**config.mk**
```make
export PLATFORM = sky130hd
export DESIGN_NAME = bus_arbiter_flat
export DESIGN_NICKNAME = d
export VERILOG_FILES = /design/src/rtl/bus_arbiter_if.sv /design/src/rtl/bus_arbiter.sv /design/src/flat_wrapper.sv
export SDC_FILE = /design/constraint.sdc
export NUM_CORES = 1
export LEC_CHECK = 0
export BUFFER_PORTS_ARGS = -buffer_cell sky130_fd_sc_hd__buf_2
export CAP_MARGIN = 10
export CORE_AREA = 2 2 109 111
export CTS_CLUSTER_SIZE = 8
export DETAILED_ROUTE_END_ITERATION = 8
export DIE_AREA = 0 0 111 113
export PLACE_DENSITY = 0.65
export SLEW_MARGIN = 20
export SYNTH_ARGS = -nofsm -noshare
export SYNTH_HDL_FRONTEND = slang
export SYNTH_SLANG_ARGS = --single-unit
```
**constraint.sdc**
```tcl
create_clock -name i_clk -period 2.1 [get_ports i_clk]
set_input_delay 0.42 -clock i_clk [delete_from_list [all_inputs] [get_ports i_clk]]
set_output_delay 0.42 -clock i_clk [all_outputs]
set_load 0.02 [all_outputs]
```
**src/rtl/bus_arbiter_if.sv**
```systemverilog
// Bus bundle between N hart-side masters, the arbiter and the shared system-bus port.
// ARBITER_LOCK_EN adds the per-master lock request.
interface bus_arbiter_if #(
    parameter int N_MASTERS = 2
);
    logic [N_MASTERS-1:0]            i_m_bus_en;
    logic [N_MASTERS-1:0]            i_m_wr_en;
    logic [N_MASTERS-1:0][31:0]      i_m_addr;
    logic [N_MASTERS-1:0][31:0]      i_m_wr_data;
    logic [N_MASTERS-1:0][3:0]       i_m_byte_en;
`ifdef ARBITER_LOCK_EN
    logic [N_MASTERS-1:0]            i_m_lock;
`endif
    logic [N_MASTERS-1:0]            o_m_ack;
    logic [31:0]                     o_m_rd_data;
    logic [N_MASTERS-1:0]            o_grant;

    logic                            o_bus_en;
    logic                            o_wr_en;
    logic [31:0]                     o_addr;
    logic [31:0]                     o_wr_data;
    logic [3:0]                      o_byte_en;
    logic                            i_ack;
    logic [31:0]                     i_rd_data;

    // Arbiter view: requests and slave response in, acks and shared port out.
    modport slave (
`ifdef ARBITER_LOCK_EN
        input  i_m_lock,
`endif
        input  i_m_bus_en, i_m_wr_en, i_m_addr, i_m_wr_data, i_m_byte_en,
        input  i_ack, i_rd_data,
        output o_m_ack, o_m_rd_data, o_grant,
        output o_bus_en, o_wr_en, o_addr, o_wr_data, o_byte_en
    );

    modport master (
`ifdef ARBITER_LOCK_EN
        output i_m_lock,
`endif
        output i_m_bus_en, i_m_wr_en, i_m_addr, i_m_wr_data, i_m_byte_en,
        output i_ack, i_rd_data,
        input  o_m_ack, o_m_rd_data, o_grant,
        input  o_bus_en, o_wr_en, o_addr, o_wr_data, o_byte_en
    );
endinterface

```
**src/rtl/bus_arbiter.sv**
```systemverilog
// Round-robin arbiter sharing one registered bus-master port among N_MASTERS harts.
// Optional ARBITER_LOCK_EN keeps a locked master's RMW sequence indivisible.
module bus_arbiter #(
    parameter int N_MASTERS = 2
) (
    input  logic         i_clk,
    input  logic         i_rst,
    bus_arbiter_if.slave bus
);
    localparam int IW = (N_MASTERS > 1) ? $clog2(N_MASTERS) : 1;

    typedef enum logic {IDLE, BUSY} state_e;

    state_e                 state_q, state_d;
    logic [IW-1:0]          last_q, last_d;
    logic [N_MASTERS-1:0]   grant_q, grant_d;
    logic                   bus_en_q, bus_en_d;
    logic                   wr_en_q, wr_en_d;
    logic [31:0]            addr_q, addr_d;
    logic [31:0]            wr_data_q, wr_data_d;
    logic [3:0]             byte_en_q, byte_en_d;
`ifdef ARBITER_LOCK_EN
    logic                   lock_q, lock_d;
`endif

    always_ff @(posedge i_clk) begin
        if (!i_rst) begin
            state_q   <= IDLE;
            last_q    <= IW'(N_MASTERS - 1);
            grant_q   <= '0;
            bus_en_q  <= 1'b0;
            wr_en_q   <= 1'b0;
            addr_q    <= '0;
            wr_data_q <= '0;
            byte_en_q <= '0;
`ifdef ARBITER_LOCK_EN
            lock_q    <= 1'b0;
`endif
        end else begin
            state_q   <= state_d;
            last_q    <= last_d;
            grant_q   <= grant_d;
            bus_en_q  <= bus_en_d;
            wr_en_q   <= wr_en_d;
            addr_q    <= addr_d;
            wr_data_q <= wr_data_d;
            byte_en_q <= byte_en_d;
`ifdef ARBITER_LOCK_EN
            lock_q    <= lock_d;
`endif
        end
    end

    logic [N_MASTERS-1:0] req;
    logic                 found;
    logic [IW-1:0]        win;
    int                   idx;

    always_comb begin
        state_d   = state_q;
        last_d    = last_q;
        grant_d   = grant_q;
        bus_en_d  = bus_en_q;
        wr_en_d   = wr_en_q;
        addr_d    = addr_q;
        wr_data_d = wr_data_q;
        byte_en_d = byte_en_q;
        req       = bus.i_m_bus_en;
        found     = 1'b0;
        win       = '0;
        idx       = 0;
`ifdef ARBITER_LOCK_EN
        lock_d    = lock_q;
        // last_q still names the locked master, so restricting req to it keeps last unchanged.
        if (state_q == IDLE && lock_q) begin
            if (bus.i_m_lock[last_q]) begin
                req          = '0;
                req[last_q]  = bus.i_m_bus_en[last_q];
            end else begin
                lock_d = 1'b0;
            end
        end
`endif
        for (int i = 1; i <= N_MASTERS; i++) begin
            idx = int'(last_q) + i;
            if (idx >= N_MASTERS) idx = idx - N_MASTERS;
            if (!found && req[idx]) begin
                found = 1'b1;
                win   = IW'(idx);
            end
        end

        case (state_q)
            IDLE: begin
                if (found) begin
                    state_d      = BUSY;
                    last_d       = win;
                    grant_d      = '0;
                    grant_d[win] = 1'b1;
                    bus_en_d     = 1'b1;
                    wr_en_d      = bus.i_m_wr_en[win];
                    addr_d       = bus.i_m_addr[win];
                    wr_data_d    = bus.i_m_wr_data[win];
                    byte_en_d    = bus.i_m_byte_en[win];
                end
            end
            BUSY: begin
                if (bus.i_ack) begin
                    state_d  = IDLE;
                    grant_d  = '0;
                    bus_en_d = 1'b0;
`ifdef ARBITER_LOCK_EN
                    if (bus.i_m_lock[last_q]) lock_d = 1'b1;
`endif
                end
            end
            default: state_d = IDLE;
        endcase
    end

    // Return path is combinational so the winner sees the ack in the slave's ack cycle.
    always_comb begin
        bus.o_m_ack     = (state_q == BUSY && bus.i_ack) ? grant_q : '0;
        bus.o_m_rd_data = bus.i_rd_data;
        bus.o_grant     = grant_q;
        bus.o_bus_en    = bus_en_q;
        bus.o_wr_en     = wr_en_q;
        bus.o_addr      = addr_q;
        bus.o_wr_data   = wr_data_q;
        bus.o_byte_en   = byte_en_q;
    end
endmodule

```
**src/flat_wrapper.sv**
```systemverilog
// flat-port wrapper written by rule: the top's interface ports become plain ports
module bus_arbiter_flat 
#(
    parameter int N_MASTERS = 2
)
  (i_clk, i_rst, bus_i_m_bus_en, bus_i_m_wr_en, bus_i_m_addr, bus_i_m_wr_data, bus_i_m_byte_en, bus_i_ack, bus_i_rd_data, bus_o_m_ack, bus_o_m_rd_data, bus_o_grant, bus_o_bus_en, bus_o_wr_en, bus_o_addr, bus_o_wr_data, bus_o_byte_en);
  bus_arbiter_if #(.N_MASTERS(N_MASTERS)) bus_i ();
  input  logic i_clk;
  input  logic i_rst;
  input wire logic [$bits(bus_i.i_m_bus_en)-1:0] bus_i_m_bus_en;
  input wire logic [$bits(bus_i.i_m_wr_en)-1:0] bus_i_m_wr_en;
  input wire logic [$bits(bus_i.i_m_addr)-1:0] bus_i_m_addr;
  input wire logic [$bits(bus_i.i_m_wr_data)-1:0] bus_i_m_wr_data;
  input wire logic [$bits(bus_i.i_m_byte_en)-1:0] bus_i_m_byte_en;
  input wire logic [$bits(bus_i.i_ack)-1:0] bus_i_ack;
  input wire logic [$bits(bus_i.i_rd_data)-1:0] bus_i_rd_data;
  output wire logic [$bits(bus_i.o_m_ack)-1:0] bus_o_m_ack;
  output wire logic [$bits(bus_i.o_m_rd_data)-1:0] bus_o_m_rd_data;
  output wire logic [$bits(bus_i.o_grant)-1:0] bus_o_grant;
  output wire logic [$bits(bus_i.o_bus_en)-1:0] bus_o_bus_en;
  output wire logic [$bits(bus_i.o_wr_en)-1:0] bus_o_wr_en;
  output wire logic [$bits(bus_i.o_addr)-1:0] bus_o_addr;
  output wire logic [$bits(bus_i.o_wr_data)-1:0] bus_o_wr_data;
  output wire logic [$bits(bus_i.o_byte_en)-1:0] bus_o_byte_en;
  assign bus_i.i_m_bus_en = bus_i_m_bus_en;
  assign bus_i.i_m_wr_en = bus_i_m_wr_en;
  assign bus_i.i_m_addr = bus_i_m_addr;
  assign bus_i.i_m_wr_data = bus_i_m_wr_data;
  assign bus_i.i_m_byte_en = bus_i_m_byte_en;
  assign bus_i.i_ack = bus_i_ack;
  assign bus_i.i_rd_data = bus_i_rd_data;
  assign bus_o_m_ack = bus_i.o_m_ack;
  assign bus_o_m_rd_data = bus_i.o_m_rd_data;
  assign bus_o_grant = bus_i.o_grant;
  assign bus_o_bus_en = bus_i.o_bus_en;
  assign bus_o_wr_en = bus_i.o_wr_en;
  assign bus_o_addr = bus_i.o_addr;
  assign bus_o_wr_data = bus_i.o_wr_data;
  assign bus_o_byte_en = bus_i.o_byte_en;
  bus_arbiter #(.N_MASTERS(N_MASTERS)) u_core (.i_clk(i_clk), .i_rst(i_rst), .bus(bus_i));
endmodule
```
=== Yosys cells after proc, flatten, opt, wreduce, memory -nomap -nowiden ===
Index checks and enable logic that the tools add are counted.
Widths: inputs -> output; s select.

* Reductions and logical operators: 6
* Multiplexer cells: 32
* Bitwise gates (word level): 1
* Add/sub/neg operators: 4
* Magnitude comparators: 6
* Equality and inequality tests: 2

{| class="wikitable"
|+ Operators by type and width
! cell !! number
|-
| $mux 32 || 6
|-
| $ge 32x3->1 const B || 2
|-
| $lt 32x3->1 const B || 2
|-
| $sub 32x3->32 const B || 2
|-
| $mux 1 || 17
|-
| $mux 4 || 2
|-
| $mux 2 || 3
|-
| $pmux 1 s2 || 2
|-
| $pmux 2 s2 || 1
|-
| $reduce_and 2->1 || 2
|-
| $add 1x2->3 const B || 1
|-
| $logic_and 1x1->1 || 3
|-
| $add 1x1->2 const B || 1
|-
| $lt 1x2->1 const B || 1
|-
| $ne 2x1->1 const B || 1
|-
| $ne 2x2->1 const B || 1
|-
| $demux 1 s1 || 1
|-
| $ge 1x1->1 const B || 1
|-
| $logic_not 1->1 || 1
|-
| $not 1->1 || 1
|}

* Word-level logic and storage cells: 59
* Register bits: 74
* Input bits: 175
* Output and inout port bits: 106

=== Depth between registers and ports, before layout ===
* Word-level depth: 16
* Mapped depth: 6

=== Least setup slack after synthesis ===
No wires, ideal clock.

* Path kind: input to register
* Start: input port bus_i_m_bus_en[1]
* End: register u_core.addr_q[18] (netlist: u_core.bus.o_addr[18])
* Arrival time: 1395 ps
* Stages: 6
* Setup time: 122 ps
* Path slack: 583 ps
* Path through: nor2b_1 > and3_1 > buf_6 > buf_6 > buf_6 > a221o_1

* Word-level cells in the longest chain between the ends: 9

{| class="wikitable"
|+ RTL lines
! element !! line !! source
|-
| from (decl) || flat_wrapper.sv:10 || <nowiki>input wire logic [$bits(bus_i.i_m_bus_en)-1:0] bus_i_m_bus_en;</nowiki>
|-
| $mux 1 (not written as such) (3 in a row) || bus_arbiter.sv:87 || <nowiki>if (!found && req[idx]) begin</nowiki>
|-
| $mux 1 || bus_arbiter.sv:87 ||
|-
| $logic_not 1->1 || bus_arbiter.sv:87 ||
|-
| $logic_and 1x1->1 || bus_arbiter.sv:87 ||
|-
| $mux 1 || bus_arbiter.sv:87 ||
|-
| $mux 32 (not written as such) (2 in a row) || bus_arbiter.sv:102 || <nowiki>addr_d = bus.i_m_addr[win];</nowiki>
|-
| to (signal assigned) || bus_arbiter.sv:45 || <nowiki>addr_q <= addr_d;</nowiki>
|-
| to (decl) || bus_arbiter.sv:19 || <nowiki>logic [31:0] addr_q, addr_d;</nowiki>
|}

Parallel ways exist; a longest one is shown, timed or not. The select of a mux whose other input is x is not followed.
A chain may end at the register's enable or synchronous reset.

=== Worst setup path after layout ===
* Start: register u_core.state_q
* End: register u_core.wr_data_q[27] (netlist: u_core.bus.o_wr_data[27])

* Word-level cells in the longest chain between the ends: 2

{| class="wikitable"
|+ RTL lines
! element !! line !! source
|-
| from (decl) || bus_arbiter.sv:14 || <nowiki>state_e state_q, state_d;</nowiki>
|-
| from (signal assigned) || bus_arbiter.sv:40 || <nowiki>state_q <= state_d;</nowiki>
|-
| $not 1->1 (no source line) || n/a ||
|-
| $reduce_and 2->1 (no source line) || n/a ||
|-
| to (signal assigned) || bus_arbiter.sv:46 || <nowiki>wr_data_q <= wr_data_d;</nowiki>
|-
| to (decl) || bus_arbiter.sv:20 || <nowiki>logic [31:0] wr_data_q, wr_data_d;</nowiki>
|}

No other way between the ends.

==> metrics.txt <==
Final min period 1640 ps; DR DRC count 0; routability cong. 0.819; CTS Sinks 74; RSZ-0062 raised after global routing no; CP max-delay cell dfxtp_1; die width 111 um; CTS tree yes; per-cell routed wire length 15.9 um; leakage power total 2.45 nW; Slew headroom a little under three quarters; yosys synthesis warning count 0; # hold bufs at CTS 0; Setup Buffers After CTS 0; design area 0.00440 mm^2; Worst Tran Pin Value 426 ps; Slew Limit Fails 0; HPWL after DPL 7.08 mm; post-synthesis sequential area ratio 47.2%; cell area after synthesis roughly 0.0031 mm^2; CTS Buf Count 9; GRT Util Overall 15.1%; Mapped Nets approximately 480; CP max stage delay 510 ps; Final nets 646; Max-cap violations 0; Crit path required time around 2300 ps; Post-Route WL 9.86 mm; total die area 0.0125 mm^2; synthesized instance count 300; Via-to-Cell Ratio 5.10; Max Clock Freq 610 MHz; antenna diode count 0; post-synth cell types 17; final setup fails 0; starting utilization of the core area 27.8%; most frequent cell after synthesis dfxtp_1; vias in the first global route 3,095; height of the die 113 um; pwr/cell area approximately 900 mW/mm^2; Most used DFF post-synth dfxtp_1; first-pass GRT wire length about 15 mm; CTS clk-pin slew, worst paths 60 ps; Critical Path Sink Type register; largest net degree at the start of global routing 39; min-delay worst type in2reg; CTS H-tree lvls 3; leading area contributor after synthesis dfxtp_1; critical path cell sequence nor2b_1 -> and3_2 -> buf_4 -> a221o_1; worst-path fanout max 38; iteration-0 DRC count of the detailed router ~190; initial antenna violation count 0; clk buf depth 2; I/O pin count between 200 and 300; period utilization roughly four fifths; Post-synth EDFFs 0; post-cts sizing count 0; top cells by area, synth dfxtp_1 (47%), a221o_1 (22%), and3_1 (14%); PortBufs ~220; Synth Register Bits 74; Critical Path AT 1850 ps; CP delay by family, top flip-flops; area grow syn2layout 40.4%; Post-Place Worst Slack 381 ps; Rows 39; Routed Antenna Nets 0; crit path launch type register; synth cell count leaders dfxtp_1 (74), and3_1 (72), a221o_1 (69), buf_4 (32), clkbuf_1 (25); syn avg cell area around 10 um^2; Worst Path Buf+Inv 1; clk_lat worst skew between 300 and 400 ps; global route total overflow 0; clock skew about 4.8 ps; setup_tns 0 ps; share of flip-flops with an asynchronous set or reset 0%; CP Class reg2reg; Placed Area 0.00408 mm^2; top cell type's share of synthesized area 47.2%; DRT Pass-1 Iters 4; layout cells sized above 1 50.8%; Fin. Hold Viols 0; core area roughly 0.011 mm^2; Root Buffer clkbuf_16; run status completed; VDD IR max between 0.3 and 0.4 mV; final worst setup slack 462 ps; vias 3,158
power breakdown:
group          leakage, nW  internal (mW)  switching [mW]
sequential           0.611           1.53          0.0635
clock                0.156           1.07           0.572
combinational         1.69          0.307           0.389
cell usage in the layout (no fill, tap or decap):
master,Yosys,routed
nand2b_1,1,1
buf_2,4,216
clkbuf_1,25,1
and4b_2,0,1
buf_4,32,8
a21boi_0,3,3
dfxtp_1,74,74
nand2_1,5,5
o21ai_0,3,3
clkinvlp_4,0,1
a221o_1,69,69
bufinv_16,0,2
and3_1,72,71
clkinv_2,0,2
clkbuf_8,0,1
nor2b_1,2,2
clkbuf_16,0,9
and3_2,0,1
nor2_1,2,2
o21bai_4,0,1
o311a_1,1,1
nand3b_1,2,2
flip-flops by register name, indices dropped and copies added (netlist names):
| name | flops |
|---|---|
| u_core.bus.o_grant | 2 |
| u_core.bus.o_addr | 32 |
| u_core.last_q | 1 |
| u_core.bus.o_bus_en | 1 |
| u_core.state_q | 1 |
| u_core.bus.o_wr_en | 1 |
| u_core.bus.o_wr_data | 32 |
| u_core.bus.o_byte_en | 4 |
routing by layer:
metal  share of wire (%)  track usage [%]
met1                  41             17.7
met2                  49             25.2
met3                 7.7             4.87
met4                 2.6             6.92
met5                   0                0
cell families (layout without fill, tap and decap cells):
kind of cell,count (synthesis),in the layout,share of synthesized area [%]
buf+inv,64,240,12.4
flops,74,74,47.2
compound gates,77,77,23.8
simple gates,85,85,16.6
per-stage QoR:
step | instances | power (mW) | hold slack (ps) | utilization, %
final | 619 | 3.93 | 311 | 39.0
after global routing | 619 | 4.11 | 300 | 39.0
after CTS | 619 | 3.99 | 290 | 39.0
after detailed placement | 603 | 2.32 | 464 | 36.2
after global placement | 603 | 2.30 | 460 | 36.2
after floorplan | 300 | 2.09 | 494 | -
cell type report:
type / count / area, um^2
Clock buffer: 11 / 243
Clock inverter: 5 / 77.6
Fill cell: 1133 / 6870
Multi-Input combinational cell: 162 / 1280
Sequential cell: 74 / 1480
Tap cell: 143 / 179
Timing Repair Buffer: 224 / 1140
worst paths after layout:
path                                           from                  endpoint  slack [ps]  depth (start not counted)
worst max-delay path                 u_core.state_q  u_core.bus.o_wr_data[27]         460                          4
worst min-delay path               bus_i_m_addr[55]     u_core.bus.o_addr[23]         310                          2
worst min register to register  u_core.bus.o_bus_en       u_core.bus.o_bus_en         470                          2
worst max register to register       u_core.state_q  u_core.bus.o_wr_data[27]         460                          4
Note: power is estimated with default switching activity, not from simulation.
